<file path="config.mk">
export PLATFORM = sky130hd
export DESIGN_NAME = rpn_tokenizer
export DESIGN_NICKNAME = d
export VERILOG_FILES = /design/src/rtl/rpn_tokenizer.sv
export SDC_FILE = /design/constraint.sdc
export NUM_CORES = 1
export LEC_CHECK = 0
export CAP_MARGIN = 20
export CORE_MARGIN = 1.5
export CORE_UTILIZATION = 65
export CTS_CLUSTER_SIZE = 12
export DETAILED_ROUTE_END_ITERATION = 8
export DONT_BUFFER_PORTS = 1
export PLACE_DENSITY = 0.83
export SLEW_MARGIN = 30
export SYNTH_ARGS = -nofsm -noshare
export SYNTH_HDL_FRONTEND = slang
export SYNTH_SLANG_ARGS = --single-unit
</file>
<file path="constraint.sdc">
create_clock -name clk -period 4.4 [get_ports clk]
set_clock_uncertainty 0.05 [all_clocks]
set_input_delay 0.44 -clock clk [delete_from_list [all_inputs] [get_ports clk]]
set_output_delay 0.44 -clock clk [all_outputs]
set_load 0.02 [all_outputs]
</file>
<file path="src/rtl/rpn_tokenizer.sv">
`default_nettype none
// ============================================================================
// rpn_tokenizer: ASCII character stream -> RPN calculator number/operator tokens
// Revision: 1.0 - initial release
// ============================================================================
module rpn_tokenizer #(
  parameter int DATA_W = 32,
  parameter int CHAR_W = 8
) (
  input  logic              clk,
  input  logic              rst,
  input  logic              char_stb,
  input  logic [CHAR_W-1:0] char_dat,
  output logic              char_ack,
  output logic              token_stb,
  output logic [DATA_W-1:0] token_dat,
  output logic              token_operator,
  input  logic              token_ack,
  output logic              error
);

  localparam logic [CHAR_W-1:0] CH_0   = CHAR_W'(8'h30);
  localparam logic [CHAR_W-1:0] CH_9   = CHAR_W'(8'h39);
  localparam logic [CHAR_W-1:0] CH_SP  = CHAR_W'(8'h20);
  localparam logic [CHAR_W-1:0] CH_TAB = CHAR_W'(8'h09);
  localparam logic [CHAR_W-1:0] CH_LF  = CHAR_W'(8'h0A);
  localparam logic [CHAR_W-1:0] CH_CR  = CHAR_W'(8'h0D);
  localparam logic [CHAR_W-1:0] CH_MUL = CHAR_W'(8'h2A);
  localparam logic [CHAR_W-1:0] CH_ADD = CHAR_W'(8'h2B);
  localparam logic [CHAR_W-1:0] CH_SUB = CHAR_W'(8'h2D);
  localparam logic [CHAR_W-1:0] CH_EQ  = CHAR_W'(8'h3D);

  typedef enum logic [1:0] {
    S_IDLE        = 2'd0,
    S_ACCUM       = 2'd1,
    S_EMIT        = 2'd2,
    S_EMIT_NUM_OP = 2'd3
  } state_t;

  state_t            state_q, state_d;
  logic [DATA_W-1:0] acc_q, acc_d;
  logic [DATA_W-1:0] token_dat_q, token_dat_d;
  logic [2:0]        pend_op_q, pend_op_d;
  logic              char_ack_q, char_ack_d;
  logic              token_stb_q, token_stb_d;
  logic              token_op_q, token_op_d;
  logic              error_q, error_d;

  logic              is_digit, is_sep, is_op, consume, overflow;
  logic [2:0]        op_code;
  logic [3:0]        digit;
  logic [DATA_W+3:0] acc_ext, acc_mul;
  logic [DATA_W-1:0] op_dat, pend_dat;

  always_comb begin
    is_sep  = 1'b0;
    is_op   = 1'b0;
    op_code = 3'b000;
    case (char_dat)
      CH_SP, CH_TAB, CH_LF, CH_CR: is_sep = 1'b1;
      CH_MUL: begin is_op = 1'b1; op_code = 3'b001; end
      CH_ADD: begin is_op = 1'b1; op_code = 3'b010; end
      CH_SUB: begin is_op = 1'b1; op_code = 3'b011; end
      CH_EQ:  begin is_op = 1'b1; op_code = 3'b100; end
      default: is_sep = 1'b0;
    endcase
  end

  // ASCII digits carry their value in the low nibble
  assign is_digit = (char_dat >= CH_0) && (char_dat <= CH_9);
  assign digit    = char_dat[3:0];
  assign acc_ext  = {4'd0, acc_q};
  assign acc_mul  = (acc_ext << 3) + (acc_ext << 1) + {{DATA_W{1'b0}}, digit};
  assign overflow = |acc_mul[DATA_W+3:DATA_W];
  assign op_dat   = {{(DATA_W-3){1'b0}}, op_code};
  assign pend_dat = {{(DATA_W-3){1'b0}}, pend_op_q};
  assign consume  = char_stb && !char_ack_q &&
                    ((state_q == S_IDLE) || (state_q == S_ACCUM));

  always_comb begin
    state_d     = state_q;
    acc_d       = acc_q;
    pend_op_d   = pend_op_q;
    token_dat_d = token_dat_q;
    token_op_d  = token_op_q;
    token_stb_d = token_stb_q;
    char_ack_d  = consume;
    error_d     = 1'b0;
    case (state_q)
      S_IDLE: begin
        if (consume) begin
          if (is_digit) begin
            acc_d   = {{(DATA_W-4){1'b0}}, digit};
            state_d = S_ACCUM;
          end else if (is_op) begin
            token_stb_d = 1'b1;
            token_op_d  = 1'b1;
            token_dat_d = op_dat;
            state_d     = S_EMIT;
          end else if (!is_sep) begin
            error_d = 1'b1;
          end
        end
      end
      S_ACCUM: begin
        if (consume) begin
          if (is_digit) begin
            acc_d   = acc_mul[DATA_W-1:0];
            error_d = overflow;
          end else if (is_sep || is_op) begin
            token_stb_d = 1'b1;
            token_op_d  = 1'b0;
            token_dat_d = acc_q;
            pend_op_d   = op_code;
            state_d     = is_op ? S_EMIT_NUM_OP : S_EMIT;
          end else begin
            error_d = 1'b1;
            acc_d   = '0;
            state_d = S_IDLE;
          end
        end
      end
      S_EMIT: begin
        if (token_ack) begin
          token_stb_d = 1'b0;
          acc_d       = '0;
          state_d     = S_IDLE;
        end
      end
      S_EMIT_NUM_OP: begin
        // the terminating operator follows its number without dropping stb
        if (token_ack) begin
          token_op_d  = 1'b1;
          token_dat_d = pend_dat;
          state_d     = S_EMIT;
        end
      end
      default: state_d = S_IDLE;
    endcase
  end

  always_ff @(posedge clk) begin
    if (rst) begin
      state_q     <= S_IDLE;
      acc_q       <= '0;
      pend_op_q   <= '0;
      token_dat_q <= '0;
      token_op_q  <= 1'b0;
      token_stb_q <= 1'b0;
      char_ack_q  <= 1'b0;
      error_q     <= 1'b0;
    end else begin
      state_q     <= state_d;
      acc_q       <= acc_d;
      pend_op_q   <= pend_op_d;
      token_dat_q <= token_dat_d;
      token_op_q  <= token_op_d;
      token_stb_q <= token_stb_d;
      char_ack_q  <= char_ack_d;
      error_q     <= error_d;
    end
  end

  assign char_ack       = char_ack_q;
  assign token_stb      = token_stb_q;
  assign token_dat      = token_dat_q;
  assign token_operator = token_op_q;
  assign error          = error_q;

endmodule
`default_nettype wire

</file>
==> flow_summary_export.csv, run 1 <==
group,metric,value,unit
clocking,cts_buffers,9,
route,drc,0,
outcome,status,"complete, no violations",
worst_setup_path,crit_slowest_cell,"fa_1",
clocking,path_clk_slew,0.08,ns
synth,synth_nets,699,
power_and_ir_drop,p_leak,2.265,nW
floorplan,core,0.007370,mm2
global_routing,grt-ovfl-total,0,
timing,tightest_slew,0.7719,ns
route,drtAntennaViolNets,0,
synth,synth_edf_count,0,
synth,synth.top_cells.by_area,"dfxtp_1 (29%), ha_1 (17%), a21oi_1 (7.3%)",
global_routing,grt_max_degree,74,
synth,netlist_instances,618,
placed_design,gp_congestion,0.8820,
placed_design,hpwlAfterDp,8527,um
worst_setup_path,required,4.59,ns
cells_and_area,area_growth,4.754,%
timing,slew_headroom,48.54,%
worst_setup_path,slowest_delay,0.51,ns
synth,avgSynthCellArea,8.135,um2
worst_setup_path,critPathMaxFanout,4,
synth,synth_cell_types,62,
synth,synth_area,0.005027,mm2
route,wl_per_cell,16.84,um
global_routing,grt.total_usage,30.29,%
clocking,htreeDepth,3,
timing,finalCriticalPeriod,3.535,ns
worst_setup_path,end_kind,"flip-flop",
synth,ys_seq_elements,73,
power_and_ir_drop,ir_worst_vdd,0.0001837,V
timing,hold_viol,0,
clocking,ctsResizeCount,0,
cells_and_area,layout-drive-gt1-share,5.107,%
global_routing,first_global_vias,4525,
clocking,cts_hold_buffers,0,
worst_setup_path,critPathKind,"reg -> reg",
synth,yosysWarnings,0,
timing,setup_viol_count_final,0,
clocking,clk_latency,0.35,ns
route,drt_iter0_markers,234,
floorplan,start_util,68.22,%
floorplan,die_width,90.95,um
cells_and_area,utilization,71.46,%
floorplan,num_rows,31,
cells_and_area,insertedDiodeCount,0,
route,dr.pass1.iters,5,
power_and_ir_drop,p_per_area,343.3,mW/mm2
synth,ys_seq_area_share,29.07,%
synth,ys.flop_type,"dfxtp_1",
timing,slew_viol_final,0,
global_routing,grt_pass1_wl,20870,um
timing,period_share,80.34,%
placed_design,io_buffers,0,
clocking,cts_root_buf,"clkbuf_8",
floorplan,dieHeight,90.95,um
synth,netlist.area_leader.share,29.07,%
synth,yosysTopAreaCell,"dfxtp_1",
timing,setup_tns,0,ns
timing,rsz0062_at_grt,"false",
synth,async_flop_share,0,%
floorplan,die_area,0.008271,mm2
clocking,post-cts-setup-buffers,0,
route,vias_per_cell,6.360,
worst_setup_path,path_buf_inv,2,
job,maxCapViolations,0,
cells_and_area,nNetsFinal,683,
worst_setup_path,path_delay_family,"compound AO/OA/AOI/OAI gates",
worst_setup_path,crit_chain,"inv_1, fa_1, inv_1, fa_1, a211oi_1, o21a_1, a2111oi_0, or3_1, a31oi_1, o21ai_0, xor2_1, a22oi_1, nor2_1",
route,wl,11890,um
global_routing,antenna_found_initial,0,
worst_hold_path,hp-class,"in -> reg",
cells_and_area,final_cell_mix,"a21oi_1 (73), dfxtp_1 (73), ha_1 (67), nor2_1 (65), nand2_1 (63)",
timing,max_freq,0.2829,GHz
route,via_count,4490,
worst_setup_path,cp-start-kind,"flip-flop",
clocking,cts_sinks,73,
clocking,cts.path.max_buffers,2,
clocking,cts_tree,"done",
worst_setup_path,arrival,3.72,ns
floorplan,pin_count,48,
==> final timing paths <==
| path | from | cells past startpoint | slack (ns) | end |
|---|---|---|---|---|
| setup reg to reg | acc_q[0] | 13 | 0.86 | acc_q[22] |
| setup / recovery | acc_q[0] | 13 | 0.86 | acc_q[22] |
| hold / removal | rst | 1 | 0.09 | token_dat[6] |
| hold reg to reg | pend_op_q[2] | 2 | 0.45 | pend_op_q[2] |
==> layer usage <==
layer | track usage, % | wire length [um]
met4 | 8.333 | 200
met3 | 5.611 | 565
met2 | 51.55 | 5712
met5 | 0 | 0
met1 | 39.06 | 5412
==> layout make-up <==
cell class                      count  area, um2
Clock inverter                      5      102.6
Tap cell                           99      123.9
Inverter                           14      52.55
Multi-Input combinational cell    500       3354
Timing Repair Buffer                4      30.03
Clock buffer                       11      141.4
Sequential cell                    73       1461
Fill cell                         628       2103
==> metrics by stage <==
step | total power [mW] | hold slack [ns] | std cells | cell area, um2 | worst slack, ns
after global routing | 1.896 | 0.07030 | 706 | 5266 | 0.5759
after global placement | 1.149 | 0.4329 | 690 | 5021 | 0.8947
after detailed placement | 1.169 | 0.4389 | 690 | 5021 | 0.8211
after floorplan | 1.110 | 0.4074 | 618 | 5027 | 1.070
final | 1.808 | 0.09482 | 706 | 5266 | 0.8648
after CTS | 1.808 | 0.08691 | 706 | 5265 | 0.9069
==> sequential cells by signal, indices dropped and copies added, names as in the netlist <==
signal,count
token_stb,1
state_q,2
token_dat,32
token_operator,1
error,1
char_ack,1
acc_q,32
pend_op_q,3
==> where the power goes <==
group | switching (mW) | internal [mW] | total (mW)
Sequential | 0.0647 | 0.701 | 0.766
Clock | 0.256 | 0.392 | 0.647
Combinational | 0.273 | 0.122 | 0.395
Total | 0.593 | 1.21 | 1.81
==> Yosys cell counts, types with 2 or more instances <==
library cell / number
a211oi_1: 8
a21o_1: 7
a21oi_1: 73
a21oi_2: 2
a221oi_1: 3
a22o_1: 2
a22oi_1: 29
a311oi_1: 2
a31oi_1: 5
and2b_1: 2
and3_1: 5
buf_1: 2
buf_4: 2
buf_6: 4
clkbuf_1: 21
dfxtp_1: 73
fa_1: 2
ha_1: 67
inv_1: 13
mux2i_1: 3
nand2_1: 63
nand2b_1: 2
nand3_1: 41
nand3b_1: 2
nand4_1: 3
nor2_1: 65
nor2b_1: 5
nor3_1: 8
nor3b_1: 5
nor4_1: 2
o211ai_1: 4
o21a_1: 8
o21ai_0: 24
o21bai_1: 2
o31ai_1: 3
or3_1: 2
xnor2_1: 14
xor2_1: 16
==> cells by family (layout without fill, tap and decap cells) <==
group,count (synthesis),after routing,synth area share [%]
xor gates and xnor gates,30,30,5.226
buffers and inverters,45,34,4.330
AOI/OAI and AO/OA,182,182,23.22
and+or+nand+nor,216,216,20.08
DFF,73,73,29.07
adders and majority gates,69,69,17.47
muxes,3,3,0.5973
No activity file was read; power rests on OpenSTA's default activity.
==> run 2, diff against run 1 <==
==> constraint.sdc (replaced) <==
create_clock -name clk -period 3.4 [get_ports clk]
set_clock_uncertainty 0.05 [all_clocks]
set_input_delay 0.34 -clock clk [delete_from_list [all_inputs] [get_ports clk]]
set_output_delay 0.34 -clock clk [all_outputs]
set_load 0.02 [all_outputs]
==> run 2 against run 1 <==
  * Count of clock-buffer cells in the layout grew 2
  * Sequential share of layout area shrank 0.32 points
  * Die area is the same
  * Power grew 22%
  * Worst hold slack lost 0.091 ns
  * First-iteration DRC count grew 14%
  * Non-clock buffer count grew 10
  * Sequential power grew 30%
  * Global-route usage grew 0.44 points
  * Cell count grew 1.4%
  * Critical path type unchanged
==> flow_summary_export.csv, run 2 (synthesis gave the netlist of run 1 again) <==
group,metric,value,unit
timing,hold_viol,0,
placed_design,hpwlAfterDp,8677,um
worst_hold_path,holdCritStartpoint,"rst",
global_routing,use_met2,51.62,%
worst_hold_path,worstHoldPathCells,1,
route,drt_iter0_markers,266,
clocking,cts_buffers,9,
clocking,htreeDepth,3,
global_routing,grt-ovfl-total,0,
floorplan,core,0.007370,mm2
cells_and_area,fillers,595,
global_routing,grt_pass1_wl,20800,um
worst_setup_path,arrival,3.39,ns
placed_design,place_area,0.005066,mm2
clocking,cts.path.max_buffers,2,
worst_hold_path,hold_end,"acc_q[19]",
global_routing,antenna_found_initial,0,
clocking,cts_root_buf,"clkbuf_8",
route,via_count,4540,
timing,rsz0062_at_grt,"false",
cells_and_area,fin_area,0.005338,mm2
global_routing,grt.total_usage,30.72,%
cells_and_area,nNetsFinal,693,
worst_setup_path,cp-start-kind,"flip-flop",
power_and_ir_drop,ir_worst_vdd,0.0002703,V
route,dr.pass1.iters,5,
power_and_ir_drop,p_leak,2.319,nW
global_routing,gr-usage-met3,5.193,%
global_routing,use_met1,38.58,%
floorplan,die_area,0.008271,mm2
power_and_ir_drop,p_per_area,413.6,mW/mm2
worst_setup_path,reg2reg_slack,0.21,ns
timing,slew_viol_final,0,
route,vias_per_cell,6.341,
outcome,status,"complete, no violations",
global_routing,top_usage_layer,"met2",
timing,slew_headroom,37.14,%
floorplan,num_rows,31,
cells_and_area,multiInputGateArea,0.003396,mm2
clocking,cts_tree,"done",
cells_and_area,seq_area,0.001464,mm2
worst_setup_path,r2r-end,"acc_q[22]",
worst_setup_path,r2r_cells,13,
cells_and_area,insertedDiodeCount,0,
global_routing,first_global_vias,4467,
route,drc,0,
timing,setup_tns,0,ns
route,drtAntennaViolNets,0,
floorplan,dieHeight,90.95,um
floorplan,pin_count,48,
worst_setup_path,required,3.60,ns
route,wl_per_cell,17.37,um
floorplan,start_util,68.22,%
floorplan,die_width,90.95,um
cells_and_area,final_cell_mix,"a21oi_1 (71), dfxtp_1 (71), ha_1 (67), nor2_1 (65), nand2_1 (63)",
placed_design,gp_congestion,0.9172,
worst_setup_path,critPathKind,"reg -> reg",
clocking,cts_sinks,73,
job,maxCapViolations,0,
route,wl,12440,um
clocking,path_clk_slew,0.08,ns
global_routing,grt_max_degree,49,
worst_setup_path,critPathMaxFanout,4,
timing,finalCriticalPeriod,3.188,ns
timing,max_freq,0.3137,GHz
worst_hold_path,hp-class,"in -> reg",
clocking,clk_latency,0.35,ns
timing,setup_viol_count_final,0,
timing,tightest_slew,0.9398,ns
timing,period_share,93.76,%
cells_and_area,area_growth,6.172,%
placed_design,io_buffers,0,
cells_and_area,layout-drive-gt1-share,7.131,%
worst_setup_path,end_kind,"flip-flop",
worst_setup_path,regToRegStartpoint,"acc_q[0]",
power_and_ir_drop,total_power,2.208,mW
==> run 2: through the flow <==
step                worst slack (ns)  utilization (%)  cells  hold slack (ns)
floorplan                     0.1695                -    618           0.4074
global placement              0.1057            68.74    696           0.3576
detailed placement           0.05302            68.74    696           0.3625
CTS                          0.04910            71.58    714        0.0002268
global route                 0.02767            72.43    716        -0.002462
finish                        0.2122            72.43    716         0.004051
==> run 2: timing repair <==
item | CTS | global route
endpoints found under the setup margin | 0 | 9
resized for setup | 0 | 11
hold endpoints to repair | 22 | 7
setup buffers | 0 | 1
hold buffers | 2 | 1
==> run 2: final cells by class <==
class	count	area share, %
Clock buffer	13	2.790
Multi-Input combinational cell	500	63.62
Clock inverter	3	0.7501
Sequential cell	73	27.43
Inverter	14	0.9845
Timing Repair Buffer	14	2.110
Tap cell	99	2.321
==> run 2: layer usage <==
layer	up-vias	wire (um)	share of wire, %
met5	-	0	0
met4	0	364	2.9
met3	35	741	6.0
met2	161	5867	47
met1	2113	5464	44
li1	2231	-	-
==> run 2: worst max-delay path, cell delays in order (launching register included) <==
cell and delay, ns:
dfxtp_2 0.36, inv_1 0.06, fa_1 0.50, inv_1 0.07
fa_1 0.46, a211oi_2 0.22, o21a_1 0.16, a2111oi_1 0.10
or3_1 0.38, a31oi_1 0.21, o21ai_0 0.13, xor2_1 0.17
a22oi_1 0.16, nor2_1 0.05
==> run 2: how the worst max path moves through the flow <==
| stage | from | to | slack [ns] | cells after the start |
|---|---|---|---|---|
| floorplan | char_dat[3] | acc_q[22] | 0.17 | 13 |
| global placement | char_dat[3] | acc_q[22] | 0.11 | 13 |
| detailed placement | acc_q[0] | acc_q[22] | 0.05 | 13 |
| CTS | acc_q[0] | acc_q[22] | 0.05 | 13 |
| global route | acc_q[0] | acc_q[22] | 0.03 | 13 |
| finish | acc_q[0] | acc_q[22] | 0.21 | 13 |
==> run 2: where the power goes <==
part	internal, mW	switching (mW)
registers	0.909	0.0834
clock network	0.358	0.327
logic	0.172	0.358
total	1.44	0.769
